### config.mk
export PLATFORM = sky130hd
export DESIGN_NAME = seq_detector_param
export DESIGN_NICKNAME = d
export VERILOG_FILES = /design/src/rtl/seq_detector_param.sv
export SDC_FILE = /design/constraint.sdc
export NUM_CORES = 1
export LEC_CHECK = 0
export BUFFER_PORTS_ARGS = -buffer_cell sky130_fd_sc_hd__buf_4
export CORE_MARGIN = 8
export CORE_UTILIZATION = 35
export CTS_CLUSTER_DIAMETER = 150
export DETAILED_ROUTE_END_ITERATION = 10
export SYNTH_ARGS = -nofsm -noshare
export SYNTH_HDL_FRONTEND = slang
export SYNTH_SLANG_ARGS = --single-unit
### constraint.sdc
create_clock -name clk -period 2.7 [get_ports clk]
set_input_delay 0.27 -clock clk [delete_from_list [all_inputs] [get_ports clk]]
set_output_delay 0.27 -clock clk [all_outputs]
set_load 0.02 [all_outputs]
### src/rtl/seq_detector_param.sv
// Runtime-programmable serial pattern detector with registered detect pulse,
// overlap/non-overlap matching and a saturating match counter.
module seq_detector_param #(
    parameter int unsigned     LEN         = 4,
    parameter logic [LEN-1:0]  DEF_PATTERN = LEN'(4'b1001),
    parameter logic            DEF_OVERLAP = 1'b1,
    parameter int unsigned     CNT_W       = 8
) (
    input  logic             clk,
    input  logic             rst_n,
    input  logic             in_valid,
    input  logic             in_bit,
    input  logic             cfg_load,
    input  logic [LEN-1:0]   cfg_pattern,
    input  logic             cfg_overlap,
    input  logic             cnt_clr,
    output logic             detect,
    output logic [CNT_W-1:0] match_cnt,
    output logic             cnt_sat
);

    localparam int unsigned FW = $clog2(LEN + 1);

    logic [LEN-1:0]   pattern;
    logic             overlap;
    logic [LEN-1:0]   hist;
    logic [FW-1:0]    fill;

    logic [LEN-1:0]   hist_next;
    logic [FW-1:0]    fill_inc;
    logic             match;
    logic [CNT_W-1:0] cnt_next;

    always_comb begin
        hist_next = {hist[LEN-2:0], in_bit};
        fill_inc  = (fill == FW'(LEN)) ? fill : fill + 1'b1;
        // fill+1 >= LEN keeps reset zeros from completing a pattern
        match     = in_valid && !cfg_load && (hist_next == pattern)
                    && (fill >= FW'(LEN - 1));

        cnt_next = match_cnt;
        if (cnt_clr) begin
            cnt_next = match ? CNT_W'(1) : '0;
        end else if (match && (match_cnt != '1)) begin
            cnt_next = match_cnt + 1'b1;
        end
    end

    always_ff @(posedge clk or negedge rst_n) begin
        if (!rst_n) begin
            pattern   <= DEF_PATTERN;
            overlap   <= DEF_OVERLAP;
            hist      <= '0;
            fill      <= '0;
            detect    <= 1'b0;
            match_cnt <= '0;
            cnt_sat   <= 1'b0;
        end else begin
            detect    <= match;
            match_cnt <= cnt_next;
            cnt_sat   <= &cnt_next;
            if (cfg_load) begin
                pattern <= cfg_pattern;
                overlap <= cfg_overlap;
                hist    <= '0;
                fill    <= '0;
            end else if (in_valid) begin
                hist <= hist_next;
                fill <= (match && !overlap) ? '0 : fill_inc;
            end
        end
    end

endmodule
After elaboration in Yosys (flattened, before gate mapping)
Index checks and enable logic that the tools add are counted.
Word-level totals
  bits in registers: 21
  input port bits: 11
  output and inout port bits: 10
  word-level logic and storage cells: 33
Operators by class
  $add $sub $neg: 2
  $lt $le $gt $ge: 1
  equality and inequality tests: 4
  mux-type cells: 9
  reduce and logical (&&, ||, !) cells: 10
Operator list (number)
  3-bit 2-to-1 mux: 6
  8-bit 2-to-1 mux: 2
  8-bit by 1-bit adder with 8-bit output, second input constant: 1
  8-bit inequality test, second input constant: 1
  8-bit AND reduction: 1
  1-bit logical AND: 5
  4-bit == test: 1
  3-bit by 1-bit adder with 3-bit output, second input constant: 1
  3-bit == test, second input constant: 1
  3-bit by 2-bit >= comparator with 1-bit output, second input constant: 1
  3-bit by 2-bit inequality test with 1-bit output, second input constant: 1
  1-bit logical NOT: 2
  2-bit AND reduction: 1
  2-bit nonzero test: 1
  1-bit 2-to-1 mux: 1

Logic depth before layout (Yosys ltp)
Gate-level depths: netlist of run 1.
  depth after elaboration: 8
  gate-level depth with buffers: 8
  mapped depth without buffers: 7

Least setup slack after synthesis of run 1
OpenSTA, ideal clock, no wires.
  kind: register to register
  from: register match_cnt[0]
  to: register cnt_sat
  setup time: 0.096 ns
  arrival time: 1.686 ns
  data required time: 2.604 ns
  path slack: 0.918 ns
  stages on the path, launching flop included: 7
  buffers on the path: 0
  period minus slack after synthesis: 1.782 ns
  cell sequence: dfrtp_1 > ha_1 > nand3_2 > o211ai_2 > nor4_1 > xnor2_1 > nor4_2
On the way
  longest elaborated chain between the ends: 5
  elaborated cells between the ends (all ways): 6
  those cells by class: add/sub (1); eq/ne (1); mux (2); reduce/logical (2)
RTL lines
  start: declaration: line 18  | output logic [CNT_W-1:0] match_cnt,
  start signal: assignment: line 60  | match_cnt <= cnt_next;
  branches (longest 2 deep; another with 8-bit by 1-bit adder with 8-bit output)
  8-bit 2-to-1 mux *: line 44  | end else if (match && (match_cnt != '1)) begin
  8-bit 2-to-1 mux *: line 42  | if (cnt_clr) begin
  8-bit AND reduction *: line 61  | cnt_sat <= &cnt_next;
  end signal: assignment: line 61
  end: declaration: line 19  | output logic cnt_sat
Mark *: on every way between the ends.
A chain may end at the register's enable or synchronous reset.

Worst setup path in the final report of run 1
  from: register fill[1]
  to: register match_cnt[6]
On the way
  longest elaborated chain between the ends: 5
RTL lines
  start: declaration: line 27  | logic [FW-1:0] fill;
  start signal: assignment: line 69  | fill <= (match && !overlap) ? '0 : fill_inc;
  3-bit by 2-bit >= comparator with 1-bit output: line 39  | && (fill >= FW'(LEN - 1));
  1-bit logical AND: line 39
  1-bit logical AND: line 44
  8-bit 2-to-1 mux: line 44
  8-bit 2-to-1 mux: line 42
  net cnt_next[6]: line 32  | logic [CNT_W-1:0] cnt_next;
The timed path passes the listed nets, and every way through them passes these cells.

==> summary.txt, run 1 <==
STA
  – Relative slew slack: 76.0%
  – Post-Route Setup TNS: 0 ns
  – Minimum clock period: 2.08 ns
  – Crit share post-route: just under 80%
  – Slew Viols, Final: 0
  – Fin Hold WS: 0.205 ns
  – Unrepaired setup endpoints after global routing: false
  – Fmax: 481 MHz
  – Layout Skew: 0.00359 ns
  – Worst Tran Pin Value: 0.359 ns
  – Final Hold Viols: 0
  – Final number of setup-violating endpoints: 0

GRT
  – Global-route wire length before repair: 3.95 mm
  – Met3 usage: 1.46%
  – Most Crowded Layer GR: met2
  – Grt total ovfl: 0
  – Vias in the first global route: 876
  – Antenna violations before repair: 0
  – Grt met2 use: 14.6%
  – Gr usage total: 9.04%
  – Pin count of the biggest net entering global routing: 22
  – Met1 Use GR: 11.6%

Run status
  – Status: finished, final reports clean

Placed design
  – I/O Buffers: 20
  – Post-DP HPWL: 1.79 mm
  – GP Congestion: around 0.85

Cells and area
  – Layout area overhead: 17.1%
  – Register area: 529 um^2
  – Fillers: 343
  – Final core utilization: 42.6%
  – Share of cells above drive strength 1: a little under a third
  – Nets: between 150 and 200
  – Multi-input combinational cell area: 608 um^2
  – Diode count: 0

Worst setup path
  – Req. time, crit path: 2.89 ns
  – Most used cell, CP: ha_1
  – Critical Path AT: around 2.3 ns
  – CP max stage delay: between 0.4 and 0.5 ns
  – Crit. End Element: flop
  – Crit Path Category: flop to flop
  – Critical path startpoint category: flop
  – Worst reg-to-reg setup slack: between 0.6 and 0.7 ns
  – Slowest-stage cell, CP: dfrtp_1
  – Crit-path cells: ha_1, ha_1, a211o_1, nand4_2, or2_0, o41ai_1, nor2_1
  – CP Max Fanout: 12

Drt
  – Routed wire length: about 2.4 mm
  – DRC viols: 0
  – DRT Pass-1 Iters: 4
  – Antenna-violating nets left: 0
  – Vias per inst: between 4 and 5
  – Routed wire length per instance: 13.0 um
  – Initial DRC count: 57
  – Vias: 880

Clock tree
  – Root Buffer: clkbuf_4
  – Hold-fix buffers, CTS: 1
  – Clock Sinks: 21
  – Clock Pin Slew Worst Setup and Hold Paths: around 0.12 ns
  – CTS tree: yes
  – CTS max path bufs: 2
  – Number of CTS-inserted buffers: 3
  – Clock H-tree levels: 1
  – Setup repair bufs after CTS: 0
  – Post_cts resized: 0
  – Skew-Pair Late Insertion Delay: slightly below 0.3 ns

Yosys
  – Post-synthesis sequential area ratio: 43.9%
  – Post-Syn Area: between 1000 and 1500 um^2
  – EDFF count, synth: 0
  – Yosys warns: 0
  – Area fraction of the dominant cell type after synthesis: 37.4%
  – Leading area contributor after synthesis: dfrtp_1
  – Syn nets: 130
  – FFs w/ async S/R, synth: 100%
  – Dominant cells by area after synthesis: dfrtp_1 (37%), dfstp_2 (6.5%), xnor2_1 (5.1%)
  – Post-synth cell types: 38
  – Most frequent cell after synthesis: dfrtp_1
  – Syn Area/Cell: about 10 um^2
  – Mapped Cells: 115
  – Commonest cells post-synth: dfrtp_1 (18), nor2_1 (14), inv_1 (8), nand2_1 (8), xnor2_1 (7)
  – Yosys reg bits: 21
  – Ys flop type: dfrtp_1

Floorplan
  – I/O pin count: 21
  – Die area: 5580 um^2
  – Die Y: 74.7 um
  – Core area: 3310 um^2
  – Chip Width: 74.7 um
  – FP Rows: 21
  – Initial Utilization: 36.4%

Power
  – Pwr/cell area: 412 nW/um^2
  – VDD IR-drop max: 0.000194 V
  – LEAKAGE: 0.621 nW

Hold path
  – HP Class: primary input to flop

Flow run
  – Max_cap viols: 0
report_power, final:
group / total, mW / switching (mW) / internal, mW
sequential: 0.346 / 0.0143 / 0.332
clock: 0.148 / 0.0908 / 0.0573
combinational: 0.0870 / 0.0447 / 0.0423
final timing paths:
check,from,endpoint,cells after the start
worst max-delay path,fill[1],match_cnt[6],7
worst min-delay path,cnt_clr,match_cnt[5],2
worst max register to register,fill[1],match_cnt[6],7
worst min register to register,pattern[2],pattern[2],1
max in group asynchronous,rst_n,overlap,2
min in group asynchronous,rst_n,match_cnt[0],2
sequential cells by signal (all words and copies together) (netlist names):
| signal | count |
|---|---|
| overlap | 1 |
| detect | 1 |
| match_cnt | 8 |
| cnt_sat | 1 |
| hist | 3 |
| pattern | 4 |
| fill | 3 |
area by class of cell:
class	instances	area share, %
multi-input cells	81	43.1
flip-flops and latches	21	37.5
repair buffers	21	11.3
well taps	46	4.08
inverters	8	2.13
clock buffers	4	1.86
per-layer routing:
| metal | share of wire (%) | up-vias |
|---|---|---|
| met5 | 0 | - |
| met4 | 1.5 | 0 |
| met3 | 3.0 | 2 |
| met2 | 48 | 15 |
| met1 | 48 | 421 |
| li1 | - | 442 |
per-stage QoR:
step                worst slack (ns)  total power [mW]  cell area, um^2  cells
finish                         0.621             0.581             1410    181
global route                   0.401             0.617             1410    181
CTS                            0.628             0.593             1410    181
detailed placement             0.659             0.439             1380    176
global placement               0.734             0.436             1380    176
floorplan                      0.918             0.410             1200    115
cells in the final DEF, fill, tap and decap left out, types with 3 or more instances in the layout:
master and count:
buf_4 20, dfrtp_1 18, nor2_1 14, inv_1 8, nand2_1 8, xnor2_1 7
mux2_2 5, o21ai_0 4, a21oi_1 4, ha_1 4, nand3_1 3, mux2i_1 3
clkbuf_4 3, dfstp_2 3
logic make-up after synthesis:
family	count (synthesis)	share of synthesized area, %
buffers and inverters	13	5.61
adders and majority gates	4	4.15
xor gates and xnor gates	10	8.52
muxes	8	7.16
AOI/OAI and AO/OA	17	9.76
DFF	21	43.9
and+or+nand+nor	42	20.9
critical path, delay by kind of cell (launching register included):
kind | cells | cell delay [ns]
AOI/OAI and AO/OA | 2 | 0.45
and+or+nand+nor | 3 | 0.76
adders and majority gates | 2 | 0.32
DFF | 1 | 0.44
Power figures use the tool's default switching activity.
==> run 2: changes to the inputs <==
==> constraint.sdc (replaced) <==
create_clock -name clk -period 1.7 [get_ports clk]
set_input_delay 0.17 -clock clk [delete_from_list [all_inputs] [get_ports clk]]
set_output_delay 0.17 -clock clk [all_outputs]
set_load 0.02 [all_outputs]
==> run 2 against run 1 <==
Against the previous run:
- the flow now finishes with violations (negative setup slack)
- combinational power is 110% higher
- register-to-register slack worse by 0.68 ns
- worst hold slack lost 0.11 ns
- sequential share of layout area decreased by 4.6 points
- design area increased by 14%
- fmax rose by 18%
- critical path type unchanged
==> summary.txt, run 2 (synthesis results as in run 1) <==
Worst setup path
  – CP Max Fanout: 5 (-7)
  – Critical path startpoint category: flop
  – Crit Path Category: flop to flop
  – Req. time, crit path: 1.92 ns (-0.97 ns)
  – Critical Path AT: 1.98 ns (-0.29 ns)
  – Worst r2r path cells: 7 (unchanged)
  – Crit. End Element: flop
  – Reg2reg end: cnt_sat
  – Worst reg2reg path startpoint: fill[0]
  – Worst reg-to-reg setup slack: -0.06 ns (-0.68 ns)

Clock tree
  – CTS tree: yes
  – Skew-Pair Late Insertion Delay: 0.30 ns (about the same)
  – Root Buffer: clkbuf_4
  – CTS max path bufs: 2 (unchanged)
  – Clock Pin Slew Worst Setup and Hold Paths: 0.11 ns (about the same)
  – Number of CTS-inserted buffers: 3 (unchanged)
  – Clock H-tree levels: 1 (unchanged)
  – Clock Sinks: 21 (unchanged)

Hold path
  – Hold Crit Endpoint: overlap
  – HP Class: primary input to flop
  – Hold path cells: 2 (unchanged)
  – Hold Startpoint: cfg_overlap

STA
  – Final Hold Viols: 0 (unchanged)
  – Final number of setup-violating endpoints: 2 (+2)
  – Fin Hold WS: 0.0951 ns (-0.110 ns)
  – Fmax: 567 MHz (+18%)
  – Crit share post-route: 104% (+27 points)
  – Unrepaired setup endpoints after global routing: true
  – Minimum clock period: 1.76 ns (-0.315 ns)
  – Slew Viols, Final: 0 (unchanged)
  – Layout Skew: 0.00128 ns (-0.00230 ns)
  – Relative slew slack: 73.6% (-2.4 points)
  – Post-Route Setup TNS: -0.0983 ns (-0.0983 ns)
  – Worst Tran Pin Value: 0.391 ns (+0.0320 ns)
  – Final WS setup: -0.0640 ns (-0.685 ns)

Drt
  – Antenna-violating nets left: 0 (unchanged)
  – Vias per inst: 5.00 (+2.8%)
  – Vias: 985 (+12%)
  – Routed wire length per instance: 14.3 um (+9.7%)
  – DRT Pass-1 Iters: 4 (unchanged)
  – Routed wire length: 2.81 mm (+19%)
  – Initial DRC count: 105 (+84%)
  – DRC viols: 0 (unchanged)

Floorplan
  – I/O pin count: 21 (unchanged)
  – Die Y: 74.7 um (unchanged)
  – Core area: 3310 um^2 (unchanged)
  – Chip Width: 74.7 um (unchanged)
  – Initial Utilization: 36.4% (unchanged)
  – Die area: 5580 um^2 (unchanged)
  – FP Rows: 21 (unchanged)

Cells and area
  – Largest register by flop count: match_cnt
  – Fillers: 331 (-3.5%)
  – Final core utilization: 48.6% (+6.0 points)
  – Most frequent cells in the layout: buf_4 (34), dfrtp_1 (17), nor2_1 (14)
  – Post-route insts no fill: 197 (+8.8%)
  – Layout area overhead: 33.6%
  – Register area: 531 um^2 (+0.24%)
  – Most common cell after layout, fill and taps aside: buf_4
  – Fin area: 1610 um^2 (+14%)
  – Nets: 167 (+11%)
  – Multi-input combinational cell area: 678 um^2 (+12%)
  – Share of cells above drive strength 1: 43.7% (+13 points)
  – Number of flip-flops in the largest register: 8 (unchanged)
  – Largest regs: match_cnt x8, pattern x4
  – Diode count: 0 (unchanged)

GRT
  – Gr usage total: 10.8% (+1.8 points)
  – Grt total ovfl: 0 (unchanged)
  – Global-route wire length before repair: 4.71 mm (+19%)
  – Vias in the first global route: 1,041 (+19%)
  – Pin count of the biggest net entering global routing: 22 (unchanged)
  – Antenna violations before repair: 0 (unchanged)

Placed design
  – GP Congestion: 0.852 (+0.33%)
  – I/O Buffers: 20 (unchanged)
  – Placed cell count: 191 (+8.5%)
  – DP Area: 1510 um^2 (+9.6%)
  – Post-DP HPWL: 2.11 mm (+18%)
  – Pre-CTS setup slack: -0.0712 ns (-0.731 ns)

Power
  – VDD IR-drop max: 0.000245 V (+26%)
  – LEAKAGE: 0.726 nW (+17%)
  – Pwr/cell area: 602 nW/um^2 (+46%)
  – Pwr Total: 0.969 mW (+67%)

Run status
  – Status: finished with violations
  – Failing checks: negative setup slack

Flow run
  – Max_cap viols: 0 (unchanged)
## run 2: cell count changes in the layout (fill, tap and decap cells not counted), moves of 2 or more
cell and change:
buf_4 +14, buf_6 +2, xnor2_1 -2, xnor2_2 +2
## run 2: critical path, cell delays in order (launching register included)
cell and delay (ns):
dfrtp_1 0.40, ha_1 0.20, ha_1 0.18, a211o_1 0.26
nand4_4 0.10, o311ai_0 0.18, nand3b_1 0.23, nor4_2 0.14
## run 2: power breakdown
group | internal [mW] | total [mW] | switching (mW)
logic | 0.0918 | 0.185 | 0.0936
registers | 0.527 | 0.545 | 0.0180
clock network | 0.0914 | 0.239 | 0.147
total | 0.710 | 0.969 | 0.259
## run 2: final cells by class
cell class / count / area share [%]
Sequential cell: 21 / 32.9
Inverter: 8 / 1.86
Multi-Input combinational cell: 81 / 42.1
Tap cell: 46 / 3.57
Timing Repair Buffer: 37 / 17.9
Clock buffer: 4 / 1.63
## run 2: how the worst max path moves through the flow
stage / start / endpoint / slack (ns)
global route: fill[0] / cnt_sat / -0.24
detailed placement: fill[0] / cnt_sat / -0.07
finish: fill[0] / cnt_sat / -0.06
CTS: fill[0] / cnt_sat / -0.07
floorplan: match_cnt[1] / cnt_sat / -0.01
global placement: pattern[0] / cnt_sat / 0.009
## run 2: timing repair
action,in CTS,in global routing
endpoints found under the hold margin,21,0
hold buffers,1,0
gates resized for setup,7,4
pin swaps,3,0
endpoints found under the setup margin,7,12
buffers inserted,0,1
## run 2: per-layer routing
| layer | up-vias | wire (um) | track usage (%) |
|---|---|---|---|
| met5 | - | 0 | 0 |
| met2 | 19 | 1430 | 17.3 |
| met1 | 483 | 1180 | 12.9 |
| met3 | 6 | 134 | 2.26 |
| li1 | 477 | - | - |
| met4 | 0 | 59 | 6.96 |
==> run 3: changes to the inputs <==
==> constraint.sdc (replaced) <==
create_clock -name clk -period 1.6 [get_ports clk]
set_input_delay 0.16 -clock clk [delete_from_list [all_inputs] [get_ports clk]]
set_output_delay 0.16 -clock clk [all_outputs]
set_load 0.02 [all_outputs]
==> run 3 against run 2 <==
Against the previous run:
- the flow still finishes with violations (negative setup slack)
- first-iteration DRC count is 41% lower
- final cell count grew 5.1%
- combinational power up 17%
- flip-flop and latch count is the same
- total power rose by 10%
- highest routed layer unchanged
==> summary.txt, run 3 (synthesis results as in run 1) <==
STA
  – Fmax: 561 MHz (-1.1%)
  – Final WS setup: -0.183 ns (-0.119 ns)
  – Unrepaired setup endpoints after global routing: true
  – Final Hold Viols: 0 (unchanged)
  – Layout Skew: 0.00231 ns (+0.00103 ns)
  – Final number of setup-violating endpoints: 11 (+9)
  – Worst Tran Pin Value: 0.313 ns (-0.0780 ns)
  – Minimum clock period: 1.78 ns (+0.0193 ns)
  – Crit share post-route: 111% (+7.7 points)
  – Relative slew slack: 78.9% (+5.3 points)
  – Slew Viols, Final: 0 (unchanged)

Run status
  – Status: finished with violations
  – Failing checks: negative setup slack

GRT
  – Vias in the first global route: 1,099 (+5.6%)
  – Gr usage total: 11.4% (+0.52 points)
  – Pin count of the biggest net entering global routing: 22 (unchanged)
  – Antenna violations before repair: 0 (unchanged)
  – Grt total ovfl: 0 (unchanged)
  – Global-route wire length before repair: 4.84 mm (+2.9%)

Clock tree
  – Skew-Pair Late Insertion Delay: 0.31 ns (about the same)
  – Number of CTS-inserted buffers: 3 (unchanged)
  – Clock Pin Slew Worst Setup and Hold Paths: 0.13 ns (+0.02 ns)
  – Root Buffer: clkbuf_4
  – CTS tree: yes
  – CTS max path bufs: 2 (unchanged)
  – Clock Sinks: 21 (unchanged)
  – Clock H-tree levels: 1 (unchanged)

Worst setup path
  – CP max stage delay: 0.40 ns (about the same)
  – Req. time, crit path: 1.81 ns (-0.11 ns)
  – CP Launch Point: fill[1]
  – Crit Path Category: flop to flop
  – Slowest-stage cell, CP: dfrtp_1
  – Critical path's top delay family: flip-flops
  – Crit. End Element: flop
  – Worst reg2reg path startpoint: fill[1]
  – Most used cell, CP: buf_6
  – Critical path startpoint category: flop
  – Crit-path cells: ha_2, ha_4, a211o_1, nand4_4, buf_6, buf_4, buf_6, nor3_4, xnor2_1, nor2_1
  – CP Max Fanout: 5 (unchanged)
  – Bufs and invs on worst path: 3 (+3)
  – Critical Path AT: 2.00 ns (+0.02 ns)

Cells and area
  – Layout area overhead: 42.9%
  – Largest regs: match_cnt x8, pattern x4
  – Nets: 177 (+6.0%)
  – Multi-input combinational cell area: 711 um^2 (+4.8%)
  – Fillers: 317 (-4.2%)
  – Most frequent cells in the layout: buf_4 (42), dfrtp_1 (16), nor2_1 (13)
  – Fin area: 1720 um^2 (+6.9%)
  – Register area: 532 um^2 (+0.24%)
  – Largest register by flop count: match_cnt
  – Diode count: 0 (unchanged)
  – Number of flip-flops in the largest register: 8 (unchanged)
  – Share of cells above drive strength 1: 50.9% (+7.2 points)
  – Most common cell after layout, fill and taps aside: buf_4
  – Final core utilization: 52.0% (+3.4 points)

Drt
  – Antenna-violating nets left: 0 (unchanged)
  – DRC viols: 0 (unchanged)
  – Vias: 1,015 (+3.0%)
  – Vias per inst: 4.90 (-1.9%)
  – Initial DRC count: 62 (-41%)
  – DRT Pass-1 Iters: 4 (unchanged)
  – Routed wire length per instance: 14.0 um (-1.6%)
  – Routed wire length: 2.90 mm (+3.4%)

Power
  – Pwr/cell area: 619 nW/um^2 (+2.9%)
  – LEAKAGE: 0.788 nW (+8.5%)
  – VDD IR-drop max: 0.000232 V (-5.4%)

Flow run
  – Max_cap viols: 0 (unchanged)

Placed design
  – Post-DP HPWL: 2.09 mm (-0.94%)
  – DP Area: 1570 um^2 (+3.9%)
  – I/O Buffers: 20 (unchanged)
  – Pre-CTS setup slack: -0.172 ns (-0.101 ns)
  – GP Congestion: 0.793 (-6.9%)

Hold path
  – HP Class: primary input to flop
  – Hold Startpoint: cfg_pattern[1]

Floorplan
  – FP Rows: 21 (unchanged)
  – I/O pin count: 21 (unchanged)
  – Core area: 3310 um^2 (unchanged)
  – Chip Width: 74.7 um (unchanged)
  – Die Y: 74.7 um (unchanged)
  – Die area: 5580 um^2 (unchanged)
  – Initial Utilization: 36.4% (unchanged)
[run 3: stage by stage]
step,hold slack [ns],total power [mW],instances,TNS [ns]
4_1_cts,0.0646,1.07,205,-0.963
3_5_place_dp,0.0645,0.784,197,-1.08
6_report,0.0700,1.07,207,-1.20
3_3_place_gp,0.0606,0.777,197,-0.820
2_1_floorplan,-0.136,0.699,115,-0.119
5_1_grt,0.0599,1.12,207,-2.46
[run 3: report_power, final]
group | internal, mW | switching, mW | leakage (nW) | total, mW
clock network | 0.0934 | 0.176 | 0.0177 | 0.270
registers | 0.560 | 0.0200 | 0.273 | 0.580
logic | 0.112 | 0.105 | 0.498 | 0.217
[run 3: metal layers]
metal / up-vias / track usage, % / part of all wire [%]
li1: 498 / - / -
met1: 497 / 12.5 / 41
met2: 16 / 19.7 / 53
met3: 4 / 2.53 / 3.7
met4: 0 / 6.09 / 2.0
met5: - / 0 / 0
[run 3: final cells by class]
class	instances	area share, %
Clock buffer	3	1.31
Clock inverter	1	0.291
Inverter	8	1.74
Multi-Input combinational cell	81	41.3
Sequential cell	21	30.9
Tap cell	46	3.34
Timing Repair Buffer	47	21.1
[run 3: repair_timing]
action | CTS | global route
pin swaps | 4 | 8
buffers inserted | 2 | 2
gates cloned | 1 | 0
resized for setup | 9 | 9
setup endpoints to repair | 13 | 13
hold endpoints to repair | 21 | 0
hold buffers | 1 | 0
[run 3: path summary, 6_finish.rpt]
path	end	slack (ns)	cells past startpoint
min in group asynchronous	pattern[1]	0.25	2
hold / removal	pattern[1]	0.07	2
setup / recovery	match_cnt[2]	-0.18	10
setup reg to reg	match_cnt[2]	-0.18	10
max in group asynchronous	overlap	1.08	2
hold reg to reg	pattern[2]	0.56	1
[run 3: worst reg2reg max path, cell delays in order, from the launching register on]
cell	delay [ns]
dfrtp_1	0.40
ha_2	0.20
ha_4	0.15
a211o_1	0.25
nand4_4	0.09
buf_6	0.13
buf_4	0.10
buf_6	0.10
nor3_4	0.04
xnor2_1	0.16
nor2_1	0.06
